File: config.mk
export PLATFORM = sky130hd
export DESIGN_NAME = uart_apb_regif
export DESIGN_NICKNAME = d
export VERILOG_FILES = /design/src/rtl/uart_apb_pkg.sv /design/src/rtl/uart_apb_regif.sv
export SDC_FILE = /design/constraint.sdc
export NUM_CORES = 1
export LEC_CHECK = 0
export ABC_AREA = 1
export ABC_CLOCK_PERIOD_IN_PS = 2500
export CAP_MARGIN = 20
export CORE_MARGIN = 1
export CORE_UTILIZATION = 48
export CTS_CLUSTER_DIAMETER = 40
export CTS_CLUSTER_SIZE = 24
export DETAILED_ROUTE_END_ITERATION = 7
export GPL_ROUTABILITY_DRIVEN = 0
export PLACE_DENSITY = 0.81
export REMOVE_ABC_BUFFERS = 1
export SYNTH_ARGS = -nofsm -noshare
export SYNTH_HDL_FRONTEND = slang
export SYNTH_SLANG_ARGS = --single-unit
File: constraint.sdc
create_clock -name PCLK -period 2.5 [get_ports PCLK]
set_input_delay 0.25 -clock PCLK [delete_from_list [all_inputs] [get_ports PCLK]]
set_output_delay 0.25 -clock PCLK [all_outputs]
set_load 0.05 [all_outputs]
File: src/rtl/uart_apb_pkg.sv
// Shared definitions for the UART APB register front-end: register offsets,
// CTRL/STATUS bit positions and the transfer FSM states.
package uart_apb_pkg;

  localparam logic [2:0] OFF_TXDATA  = 3'd0;
  localparam logic [2:0] OFF_RXDATA  = 3'd1;
  localparam logic [2:0] OFF_STATUS  = 3'd2;
  localparam logic [2:0] OFF_CTRL    = 3'd3;
  localparam logic [2:0] OFF_BAUDDIV = 3'd4;

  localparam int CTRL_EN   = 0;
  localparam int CTRL_RXIE = 1;
  localparam int CTRL_TXIE = 2;
  localparam int CTRL_SRST = 3;

  localparam int ST_RX_EMPTY = 0;
  localparam int ST_RX_FULL  = 1;
  localparam int ST_TX_FULL  = 2;
  localparam int ST_TX_EMPTY = 3;

  typedef enum logic [1:0] {IDLE, WAIT, RESP} state_t;

endpackage

File: src/rtl/uart_apb_regif.sv
// APB3 slave register map for the UART core: TX/RX data, status, control and
// baud divisor, with bounded wait states on blocked FIFO accesses.
module uart_apb_regif
  import uart_apb_pkg::*;
#(
  parameter int                DATA_W       = 8,
  parameter int                ADDR_W       = 12,
  parameter int                DIV_W        = 16,
  parameter logic [DIV_W-1:0]  BAUD_DIV_RST = DIV_W'(325),
  parameter int                MAX_WAIT     = 15
) (
  input  logic              PCLK,
  input  logic              PRESETn,
  input  logic [ADDR_W-1:0] PADDR,
  input  logic              PSELx,
  input  logic              PENABLE,
  input  logic              PWRITE,
  input  logic [31:0]       PWDATA,
  output logic [31:0]       PRDATA,
  output logic              PREADY,
  output logic              PSLVERR,
  input  logic [DATA_W-1:0] rx_fifo_dataOut,
  input  logic              rx_fifo_Empty,
  input  logic              rx_fifo_Full,
  input  logic              tx_fifo_Full,
  input  logic              tx_fifo_Empty,
  output logic              rx_fifo_readEn,
  output logic              tx_fifo_writeEn,
  output logic [DATA_W-1:0] tx_fifo_dataIn,
  output logic              uart_en,
  output logic [DIV_W-1:0]  baud_div,
  output logic              soft_reset,
  output logic              irq
);

  localparam int WCW = (MAX_WAIT < 2) ? 1 : $clog2(MAX_WAIT + 1);

  state_t            state, state_nx;
  logic [WCW-1:0]    wait_cnt;
  logic [ADDR_W-1:0] addr_q;
  logic              wr_q;
  logic [31:0]       wdata_q;
  logic              rx_ie, tx_ie;

  // Decode from the live bus while idle, from the latched copy once stalled.
  logic [ADDR_W-1:0] cur_addr;
  logic              cur_wr;
  logic [31:0]       cur_wdata;
  assign cur_addr  = (state == IDLE) ? PADDR  : addr_q;
  assign cur_wr    = (state == IDLE) ? PWRITE : wr_q;
  assign cur_wdata = (state == IDLE) ? PWDATA : wdata_q;

  logic [2:0] idx;
  logic       hi_ok, is_tx, is_rx, is_st, is_ctrl, is_baud, dec_err, blocked;
  assign idx     = cur_addr[4:2];
  assign hi_ok   = (cur_addr[ADDR_W-1:5] == '0);
  assign is_tx   = hi_ok && (idx == OFF_TXDATA);
  assign is_rx   = hi_ok && (idx == OFF_RXDATA);
  assign is_st   = hi_ok && (idx == OFF_STATUS);
  assign is_ctrl = hi_ok && (idx == OFF_CTRL);
  assign is_baud = hi_ok && (idx == OFF_BAUDDIV);
  assign dec_err = !(is_tx || is_rx || is_st || is_ctrl || is_baud)
                 || (is_tx && !cur_wr) || ((is_rx || is_st) && cur_wr);
  assign blocked = (is_tx && cur_wr && tx_fifo_Full) || (is_rx && !cur_wr && rx_fifo_Empty);

  logic unused_ok;
  assign unused_ok = ^{PADDR[1:0], addr_q[1:0], PWDATA, wdata_q};

  always_ff @(posedge PCLK or negedge PRESETn) begin
    if (!PRESETn) state <= IDLE;
    else          state <= state_nx;
  end

  always_comb begin
    state_nx = state;
    unique case (state)
      IDLE: if (PSELx && PENABLE) state_nx = blocked ? WAIT : RESP;
      WAIT: begin
        if (!PSELx)
          state_nx = IDLE;
        else if (!blocked || (MAX_WAIT != 0 && wait_cnt == WCW'(MAX_WAIT)))
          state_nx = RESP;
      end
      RESP:    state_nx = IDLE;
      default: state_nx = IDLE;
    endcase
  end

  // Values loaded into the registered outputs on the RESP-entry edge.
  logic              to_resp, resp_err, resp_ok, wen_d, ren_d, srst_d;
  logic [31:0]       rdata;
  always_comb begin
    to_resp  = (state_nx == RESP);
    resp_err = dec_err || blocked;
    resp_ok  = to_resp && !resp_err;
    wen_d    = resp_ok && is_tx && cur_wr;
    ren_d    = resp_ok && is_rx && !cur_wr;
    srst_d   = resp_ok && is_ctrl && cur_wr && cur_wdata[CTRL_SRST];
    rdata    = '0;
    if (is_rx) rdata[DATA_W-1:0] = rx_fifo_dataOut;
    if (is_st) begin
      rdata[ST_RX_EMPTY] = rx_fifo_Empty;
      rdata[ST_RX_FULL]  = rx_fifo_Full;
      rdata[ST_TX_FULL]  = tx_fifo_Full;
      rdata[ST_TX_EMPTY] = tx_fifo_Empty;
    end
    if (is_ctrl) begin
      rdata[CTRL_EN]   = uart_en;
      rdata[CTRL_RXIE] = rx_ie;
      rdata[CTRL_TXIE] = tx_ie;
    end
    if (is_baud) rdata[DIV_W-1:0] = baud_div;
  end

  always_ff @(posedge PCLK or negedge PRESETn) begin
    if (!PRESETn) begin
      addr_q          <= '0;
      wr_q            <= 1'b0;
      wdata_q         <= '0;
      wait_cnt        <= '0;
      PRDATA          <= '0;
      PREADY          <= 1'b0;
      PSLVERR         <= 1'b0;
      rx_fifo_readEn  <= 1'b0;
      tx_fifo_writeEn <= 1'b0;
      tx_fifo_dataIn  <= '0;
      uart_en         <= 1'b0;
      rx_ie           <= 1'b0;
      tx_ie           <= 1'b0;
      baud_div        <= BAUD_DIV_RST;
      soft_reset      <= 1'b0;
      irq             <= 1'b0;
    end else begin
      if (state == IDLE && PSELx && PENABLE) begin
        addr_q  <= PADDR;
        wr_q    <= PWRITE;
        wdata_q <= PWDATA;
      end
      if (state_nx == WAIT) wait_cnt <= (state == IDLE) ? WCW'(1) : wait_cnt + WCW'(1);
      else                  wait_cnt <= '0;
      PREADY          <= to_resp;
      PSLVERR         <= to_resp && resp_err;
      tx_fifo_writeEn <= wen_d;
      rx_fifo_readEn  <= ren_d;
      soft_reset      <= srst_d;
      if (wen_d) tx_fifo_dataIn <= cur_wdata[DATA_W-1:0];
      if (to_resp && !cur_wr) PRDATA <= resp_err ? '0 : rdata;
      if (resp_ok && cur_wr && is_ctrl) begin
        uart_en <= cur_wdata[CTRL_EN];
        rx_ie   <= cur_wdata[CTRL_RXIE];
        tx_ie   <= cur_wdata[CTRL_TXIE];
      end
      if (resp_ok && cur_wr && is_baud) baud_div <= cur_wdata[DIV_W-1:0];
      irq <= (rx_ie && !rx_fifo_Empty) || (tx_ie && tx_fifo_Empty);
    end
  end

endmodule

==> results of run 1 <==
per-stage QoR:
step / TNS (ps) / setup WS, ps / util, %
after global routing: 0 / 73.0 / 64.9
final: 0 / 293 / 64.9
after CTS: 0 / 291 / 64.4
after global placement: 0 / 164 / 61.7
after floorplan: -378 / -47.3 / -
after detailed placement: 0 / 49.2 / 61.7
where the power goes:
part           internal (mW)  total [mW]  switching [mW]  leakage (nW)
Clock                  0.582        1.11           0.528         0.117
Sequential              1.41        1.45          0.0426          1.07
Combinational          0.163       0.457           0.294          1.55
state kept, by name, summed over array words and instances, names as in the netlist:
register,flops
irq,1
soft_reset,1
state,2
addr_q,10
tx_fifo_dataIn,8
rx_fifo_readEn,1
tx_ie,1
rx_ie,1
PREADY,1
baud_div,16
PSLVERR,1
tx_fifo_writeEn,1
uart_en,1
wdata_q,16
PRDATA,16
wait_cnt,4
wr_q,1
worst paths after layout:
path	to	cells past startpoint
max in group asynchronous	baud_div[6]	3
min reg2reg	PRDATA[13]	2
max reg2reg	PRDATA[0]	14
max	PRDATA[0]	14
min	addr_q[6]	2
min in group PCLK	wdata_q[1]	3
timing repair:
item / CTS / global route
hold buffers: 0 / 1
gates resized for setup: 0 / 0
endpoints found under the hold margin: 0 / 27
cells by family after synthesis:
logic type | count (synthesis) | share of synthesized area, %
other | 1 | 0.0883
AOI/OAI and AO/OA | 56 | 7.33
buffers and inverters | 87 | 10.4
DFF | 82 | 48.4
adders and majority gates | 1 | 0.294
muxes | 7 | 1.86
and+or+nand+nor | 280 | 31.6
per-layer routing:
layer  up-vias  GRT usage [%]  share of wire (%)
met2       122           41.0                 50
met5         -              0                  0
met4         0           10.6                2.7
li1       1805              -                  -
met3        18           3.08                4.8
met1      1744           30.2                 43
layout make-up:
class                      instances  area share [%]
clock buffer                       9            2.28
clock inverter                     7            1.96
tap                              105            2.42
sequential                        82            37.8
multi-input combinational        360            33.2
inverter                          49            3.43
timing repair buffer             101            18.9
worst max-delay path, cell delays in order (launching register included):
cell	delay (ps)
dfrtp_1	420
nor2_4	260
nand2_1	90
nand2_1	130
inv_2	90
nor2_4	200
nand4_2	110
nand2_2	140
nand2_2	70
nand2_4	150
nor2_8	90
inv_4	160
nand2_1	80
nand2_1	70
inv_1	30
layout by cell type, fill, tap and decap left out, drive strengths merged:
master,netlist,final
nor2,28,28
a21oi,12,12
conb,1,16
nor4,1,1
o21bai,1,1
clkinv,2,3
or2,3,3
dfrtp,78,78
and2,1,1
nor3,5,5
a22o,4,4
nand4,25,25
inv,47,51
nand3b,1,1
dlygate4sd3,0,1
a211oi,1,1
nand3,37,37
o21ai,38,38
clkdlybuf4s50,0,88
clkbuf,8,9
ha,1,1
mux2,7,7
buf,30,12
nand2,179,179
dfstp,4,4
bufinv,0,2
==> flow_summary.toml, run 1 <==
[synthesis]
seq_area_frac_synth_pct = 48.4
synth.ff_latch_count = 82
synthMostInstantiatedCell = "nand2_1"
postSynth.topFlopCell = "dfrtp_1"
post_synth.cell_area_avg_um2 = 8.27
synth.lib_cells_used.distinct = 37
synth_enable_flop_cells = 0
number_of_cells_produced_by_synthesis = 514
synth-warning-count = 0
netlist_top_cells_count = "nand2_1 (163), dfrtp_1 (78), inv_1 (41)"
proportion_of_synthesized_flip_flops_having_asynchronous_set_or_reset_pct = 100
yosys-top-cells-area = "dfrtp_1 (46%), nand2_1 (14%), o21ai_0 (4.4%)"
share_of_the_synthesized_area_in_the_top_cell_type_pct = 45.9
syn-cell-area_um2 = 4250
synth.largest_area_cell = "dfrtp_1"

[routing]
antenna_left = 0
dr_total_vias = 3689
drt_initial_violations = 230
detail_route.first_pass.iterations = 5
route.detailed.vias_per_inst = 5.17
wl_per_cell_um = 14.0
post_detailed_route_drc_marker_count = 0
postRouteWirelength_mm = 9.98

[power]
power_mw = 3.02
vdd_drop_max_mv = 0.300
static-leakage-power_nw = 2.74
cellPowerDensity_nw_per_um2 = 555

[die]
die_w_um = 96.1
area_of_the_placeable_core_um2 = 8380
placementRows = 33
die_h_um = 96.1
design.portCount = 124
design.die.area_um2 = 9230
start_util_pct = 50.7

[clock_tree]
clock_tree.root_cell = "clkbuf_8"
clk_latency_worst_skew_pair_ps = 360
cts-buffers-inserted = 9
path_clk_slew_ps = 90
cts_sinks = 82
max-clock-path-buffers = 2
cts_tree = "done"
cts_post_setup_buffers_inserted = 0
cts.htree.levels = 3

[sta]
timing_hold_violations_final = 0
final-max-slew-violation-count = 0
max-slew-margin-rel_pct = 64.1
rsz0062_at_grt = "no"
worst_hold_slack_ps = 342
timing.clock.skew_ps = 19.7
setup_violations = 0
worst-slew-pin-transition_ps = 536
clock.fmax_mhz = 453
post-route-period-util_pct = 88.3
post-route-min-period_ps = 2210

[grt]
via_count_of_the_first_global_routing_pass = 3643
grt_antenna_before_repair = 0
track_usage_pct = 23.9
maximum_number_of_pins_on_one_net_before_global_route_repair = 83
sum_of_overflow_across_all_layers_after_global_routing = 0
grt_first_pass_wirelength_mm = 16.8

[critical_path]
critPathArrivalTime_ps = 2450
path_max_fanout = 17
crit_required_ps = 2740
critical_path.reg2reg.startpoint = "state[1]"
start_kind = "flop"
crit_start = "state[1]"
setup.reg_to_reg.worst_slack_ps = 290
end_kind = "flop"
worst-setup-path-type = "reg -> reg"

[final_layout]
sequential_standard_cell_area_um2 = 2060
fin_cells = 713
fill_cell_total_of_the_finished_layout = 724
multi_input_area_um2 = 1810
final_nets = 665
syn_to_final_growth_pct = 27.9
postLayoutCellArea_um2 = 5440
antenna_cells = 0
drive_above_1_share_pct = 13.0

[run_status]
run_status = "finished clean"

[placed_design]
place_inst = 695
placed_cell_area_um2 = 5170
dp_hpwl_mm = 7.16
port-buffer-count = 89

[flow_run]
timing.max_cap.violations = 0

[worst_hold_path]
worstHoldPathType = "in -> async"
(Power assumes the default switching activity.)
==> run 2, diff against run 1 <==
--- a/config.mk
+++ b/config.mk
@@ -6,15 +6,15 @@
 export NUM_CORES = 1
 export LEC_CHECK = 0
 export ABC_AREA = 1
-export ABC_CLOCK_PERIOD_IN_PS = 2500
+export ABC_CLOCK_PERIOD_IN_PS = 1900
 export CAP_MARGIN = 20
 export CORE_MARGIN = 1
-export CORE_UTILIZATION = 48
+export CORE_UTILIZATION = 43
 export CTS_CLUSTER_DIAMETER = 40
 export CTS_CLUSTER_SIZE = 24
 export DETAILED_ROUTE_END_ITERATION = 7
 export GPL_ROUTABILITY_DRIVEN = 0
-export PLACE_DENSITY = 0.81
+export PLACE_DENSITY = 0.77
 export REMOVE_ABC_BUFFERS = 1
 export SYNTH_ARGS = -nofsm -noshare
 export SYNTH_HDL_FRONTEND = slang
==> constraint.sdc (replaced) <==
create_clock -name PCLK -period 1.9 [get_ports PCLK]
set_input_delay 0.19 -clock PCLK [delete_from_list [all_inputs] [get_ports PCLK]]
set_output_delay 0.19 -clock PCLK [all_outputs]
set_load 0.05 [all_outputs]
==> run 2 against run 1 <==
Compared with the run above: the flow now finishes with violations (negative setup slack); flip-flop and latch count stayed put; worst setup slack lost 520 ps; global-route usage is 0.31 points higher; sequential power up 32%; count of clock-buffer cells in the layout increased by 1; sequential share of layout area is 4.1 points lower; total power increased by 27%; combinational power is 62% higher; cell count is 11% higher; die area increased by 11%; worst hold slack worse by 20 ps; largest cell class is now multi-input combinational cells.
==> flow_summary.toml, run 2 (synthesized netlist as in run 1, its figures left out) <==
[final_layout]
most_common_cell_after_layout_fill_and_taps_aside = "nand2_1"
drive_above_1_share_pct = 25.8
fin_cells = 789
multi_input_area_um2 = 2070
syn_to_final_growth_pct = 43.8
reg_top3 = "PRDATA x16, baud_div x16, wdata_q x16"
postLayoutCellArea_um2 = 6110
most-common-layout-cells = "nand2_1 (142), clkdlybuf4s50_1 (84), dfrtp_1 (76), buf_4 (52), inv_1 (40)"
final_nets = 717
antenna_cells = 0
sequential_standard_cell_area_um2 = 2060
fill_cell_total_of_the_finished_layout = 709

[routing]
post_detailed_route_drc_marker_count = 0
wl_per_cell_um = 15.6
drt_initial_violations = 320
antenna_left = 0
detail_route.first_pass.iterations = 5
route.detailed.vias_per_inst = 5.30
dr_total_vias = 4184
postRouteWirelength_mm = 12.3

[flow_run]
timing.max_cap.violations = 0

[clock_tree]
cts_sinks = 82
path_clk_slew_ps = 90
max-clock-path-buffers = 2
clock_tree.root_cell = "clkbuf_8"
cts.htree.levels = 3
clk_latency_worst_skew_pair_ps = 360
cts-buffers-inserted = 9
cts_tree = "done"

[sta]
setup_slack_ps = -224
setup_violations = 48
worst-slew-pin-transition_ps = 549
post-route-period-util_pct = 112
timing.clock.skew_ps = 13.2
final-max-slew-violation-count = 0
rsz0062_at_grt = "yes"
timing_hold_violations_final = 0
max-slew-margin-rel_pct = 63.3
worst_hold_slack_ps = 322
post-route-min-period_ps = 2120
clock.fmax_mhz = 471

[power]
vdd_drop_max_mv = 0.285
cellPowerDensity_nw_per_um2 = 625
static-leakage-power_nw = 3.10
power_mw = 3.82

[critical_path]
cp_slowest_stage_delay_ps = 460
critical_path.reg2reg.startpoint = "state[1]"
start_kind = "flop"
end_kind = "flop"
path_max_fanout = 8
crit_required_ps = 2160
critPathArrivalTime_ps = 2380
setup.reg_to_reg.worst_slack_ps = -220
rr_worst_depth = 11
worst-setup-path-type = "reg -> reg"
crit_top_cell = "buf_4"
timing.rr.end = "baud_div[1]"
critPathSlowestCell = "dfrtp_2"
timing.critical_path.cells = "nor2_4 > buf_4 > o21ai_4 > buf_4 > nand4_2 > nand2_4 > a21oi_4 > buf_4 > nand4_4 > nand2_1 > nand2_1"

[placed_design]
place_inst = 755
dp_hpwl_mm = 7.82
port-buffer-count = 89
placed_cell_area_um2 = 5490

[grt]
maximum_number_of_pins_on_one_net_before_global_route_repair = 48
grt_antenna_before_repair = 0
via_count_of_the_first_global_routing_pass = 4047
track_usage_pct = 24.2
sum_of_overflow_across_all_layers_after_global_routing = 0
grt_first_pass_wirelength_mm = 19.2

[die]
die_h_um = 101
die_w_um = 101
start_util_pct = 45.1
area_of_the_placeable_core_um2 = 9420
placementRows = 35
design.die.area_um2 = 10300
design.portCount = 124

[run_status]
violations = "negative setup slack"
run_status = "complete, but fails checks"

[worst_hold_path]
worstHoldPathType = "in -> async"
==> run 2: worst max-delay path, delay by kind of cell (launching register included) <==
family / cells / cell delay [ps]
AND/OR/NAND/NOR: 6 / 800
buffers and inverters: 3 / 480
flip-flops: 1 / 460
AO/OA/AOI/OAI: 2 / 270
==> run 2: routing by layer <==
layer / vias up / GRT usage [%] / share of wire [%]
li1: 1916 / - / -
met1: 1984 / 29.8 / 39
met2: 223 / 41.0 / 51
met3: 61 / 3.38 / 5.7
met4: 0 / 13.7 / 4.6
met5: - / 0 / 0
==> run 2: area by class of cell <==
type	count	area share, %
clock buffer	10	2.09
clock inverter	6	0.798
inverter	49	3.30
multi-input combinational	363	33.9
sequential	82	33.7
tap	129	2.64
timing repair buffer	150	23.6
==> run 2: through the flow <==
| stage | TNS [ps] | utilization (%) | worst slack, ps |
|---|---|---|---|
| 3_5_place_dp | -13300 | 58.3 | -341 |
| 5_1_grt | -11660 | 64.9 | -300 |
| 4_1_cts | -4710 | 63.3 | -136 |
| 6_report | -8450 | 64.9 | -224 |
| 2_1_floorplan | -25560 | - | -647 |
| 3_3_place_gp | -7770 | 58.3 | -215 |
==> run 2: power breakdown <==
part | total, mW | switching [mW] | internal (mW) | leakage (nW)
clock | 1.17 | 0.681 | 0.488 | 0.0799
combinational | 0.739 | 0.453 | 0.286 | 1.95
sequential | 1.91 | 0.0607 | 1.85 | 1.07
==> run 2: worst max path at each step <==
| stage | startpoint | to | slack (ps) |
|---|---|---|---|
| 4_1_cts | state[0] | rx_ie | -140 |
| 3_5_place_dp | PADDR[10] | baud_div[7] | -340 |
| 6_report | state[1] | baud_div[1] | -220 |
| 2_1_floorplan | state[0] | tx_fifo_dataIn[0] | -650 |
| 5_1_grt | state[0] | rx_ie | -300 |
| 3_3_place_gp | PADDR[10] | baud_div[3] | -210 |
==> run 2: what timing repair did <==
action | in CTS | in global routing
hold endpoints to repair | 35 | 0
endpoints found under the setup margin | 49 | 51
gates cloned | 2 | 2
hold buffers | 1 | 0
resized for setup | 51 | 23
pin swaps | 19 | 12
setup buffers | 9 | 4
==> run 3, diff against run 2 <==
--- a/config.mk
+++ b/config.mk
@@ -10,6 +10,7 @@
 export CAP_MARGIN = 20
 export CORE_MARGIN = 1
 export CORE_UTILIZATION = 43
+export CTS_BUF_LIST = sky130_fd_sc_hd__clkbuf_16
 export CTS_CLUSTER_DIAMETER = 40
 export CTS_CLUSTER_SIZE = 24
 export DETAILED_ROUTE_END_ITERATION = 7
==> run 3 against run 2 <==
Compared with the run above: the flow still finishes with violations (negative setup slack); sequential power about the same; combinational power is 11% higher; register-to-register slack worse by 140 ps; first-iteration DRC count increased by 0.31%; count of clock-buffer cells in the layout down 1; sequential share of layout area down 1.9 points; worst setup slack worse by 140 ps; total power up 14%; critical path type unchanged; critical endpoint is now PRDATA[3].
==> flow_summary.toml, run 3 (synthesized netlist as in run 1, its figures left out) <==
[final_layout]
most-common-layout-cells = "nand2_1 (141), clkdlybuf4s50_1 (84), dfrtp_1 (76), buf_4 (53), inv_1 (41)"
final_util_pct = 68.8
most_common_cell_after_layout_fill_and_taps_aside = "nand2_1"
final_nets = 726
fill_cell_total_of_the_finished_layout = 642
antenna_cells = 0
syn_to_final_growth_pct = 52.5
fin_cells = 798
reg_top3 = "PRDATA x16, baud_div x16, wdata_q x16"
drive_above_1_share_pct = 29.6

[routing]
wl_per_cell_um = 17.8
antenna_left = 0
route.detailed.vias_per_inst = 5.52
detail_route.first_pass.iterations = 5
postRouteWirelength_mm = 14.2
dr_total_vias = 4408
post_detailed_route_drc_marker_count = 0
drt_initial_violations = 321

[grt]
maximum_number_of_pins_on_one_net_before_global_route_repair = 48
grt_first_pass_wirelength_mm = 19.4
grt_antenna_before_repair = 0
track_usage_pct = 24.7
sum_of_overflow_across_all_layers_after_global_routing = 0
via_count_of_the_first_global_routing_pass = 4115

[sta]
final-max-slew-violation-count = 0
timing.clock.skew_ps = 9.42
setup_violations = 54
post-route-period-util_pct = 119
clock.fmax_mhz = 441
timing_hold_violations_final = 0
post-route-min-period_ps = 2270
worst_hold_slack_ps = 354
setup_slack_ps = -369
max-slew-margin-rel_pct = 63.3
rsz0062_at_grt = "yes"
worst-slew-pin-transition_ps = 549

[critical_path]
rr_worst_depth = 13
setup.reg_to_reg.worst_slack_ps = -370
worst-setup-path-type = "reg -> reg"
critical_path.reg2reg.startpoint = "state[1]"
critPathArrivalTime_ps = 2480
path_max_fanout = 5
timing.rr.end = "PRDATA[3]"
crit_required_ps = 2110
end_kind = "flop"
start_kind = "flop"

[power]
cellPowerDensity_nw_per_um2 = 675
vdd_drop_max_mv = 0.430
static-leakage-power_nw = 3.26

[placed_design]
port-buffer-count = 89
dp_hpwl_mm = 7.82
place_inst = 755

[clock_tree]
clock_tree.root_cell = "clkbuf_16"
cts.htree.levels = 3
cts-buffers-inserted = 9
path_clk_slew_ps = 60
cts_sinks = 82
max-clock-path-buffers = 2
clk_latency_worst_skew_pair_ps = 340
cts_tree = "done"

[run_status]
run_status = "complete, but fails checks"
violations = "negative setup slack"

[die]
start_util_pct = 45.1
design.die.area_um2 = 10300
die_w_um = 101
design.portCount = 124
die_h_um = 101
area_of_the_placeable_core_um2 = 9420
placementRows = 35

[worst_hold_path]
worstHoldPathType = "in -> async"

[flow_run]
timing.max_cap.violations = 0
==> run 3: cell type report <==
cell class | instances | area (um^2) | area share (%)
clock buffers | 9 | 225 | 3.48
multi-input cells | 363 | 2200 | 34.0
inverters | 49 | 206 | 3.19
flip-flops and latches | 82 | 2060 | 31.8
repair buffers | 159 | 1570 | 24.2
clock inverters | 7 | 52.6 | 0.811
well taps | 129 | 161 | 2.49
==> run 3: worst max-delay path: stages (launching register included) <==
cell	delay, ps
dfrtp_2	470
nor2_4	240
nand2_1	110
nand2_2	120
nand2_4	80
nor2_4	190
nand3_1	180
nand2_4	110
clkinv_1	80
nand2_2	90
nor2_4	70
buf_4	160
o21ai_0	100
o21ai_1	130
==> run 3: worst max path at each step <==
stage               from                end  slack (ps)  cells past startpoint
2_1_floorplan   state[0]  tx_fifo_dataIn[0]        -650                     11
3_3_place_gp   PADDR[10]        baud_div[3]        -210                     14
3_5_place_dp   PADDR[10]        baud_div[7]        -340                     14
4_1_cts         state[0]              tx_ie        -150                     13
5_1_grt         state[1]        baud_div[1]        -470                     13
6_report        state[1]          PRDATA[3]        -370                     13
==> run 3: routing by layer <==
metal  wire length (um)  part of all wire, %  track usage (%)  vias to the layer above
met1               5390                   38             29.8                     2113
met5                  0                    0                0                        -
met4                946                  6.6             14.9                        0
met2               7050                   50             41.6                      266
met3                844                  5.9             3.86                       95
li1                   -                    -                -                     1934
==> run 3: through the flow <==
| stage | cell area [um^2] | setup TNS, ps | setup WS, ps | power, mW |
|---|---|---|---|---|
| after floorplan | 4050 | -25560 | -647 | 2.29 |
| after global placement | 5490 | -7770 | -215 | 2.55 |
| after detailed placement | 5490 | -13300 | -341 | 2.57 |
| after CTS | 6060 | -5360 | -154 | 4.25 |
| after global routing | 6480 | -19710 | -474 | 4.53 |
| final | 6480 | -13670 | -369 | 4.37 |
==> run 3: where the power goes <==
part | internal (mW) | switching (mW)
clock | 0.894 | 0.744
sequential | 1.85 | 0.0588
combinational | 0.328 | 0.493
total | 3.07 | 1.30
==> run 3: timing repair <==
| item | in CTS | in global routing |
|---|---|---|
| pin swaps | 25 | 28 |
| resized for setup | 58 | 51 |
| hold endpoints to repair | 35 | 0 |
| endpoints found under the setup margin | 46 | 52 |
| hold buffers | 1 | 0 |
| buffers inserted | 4 | 16 |
| cloned | 2 | 4 |
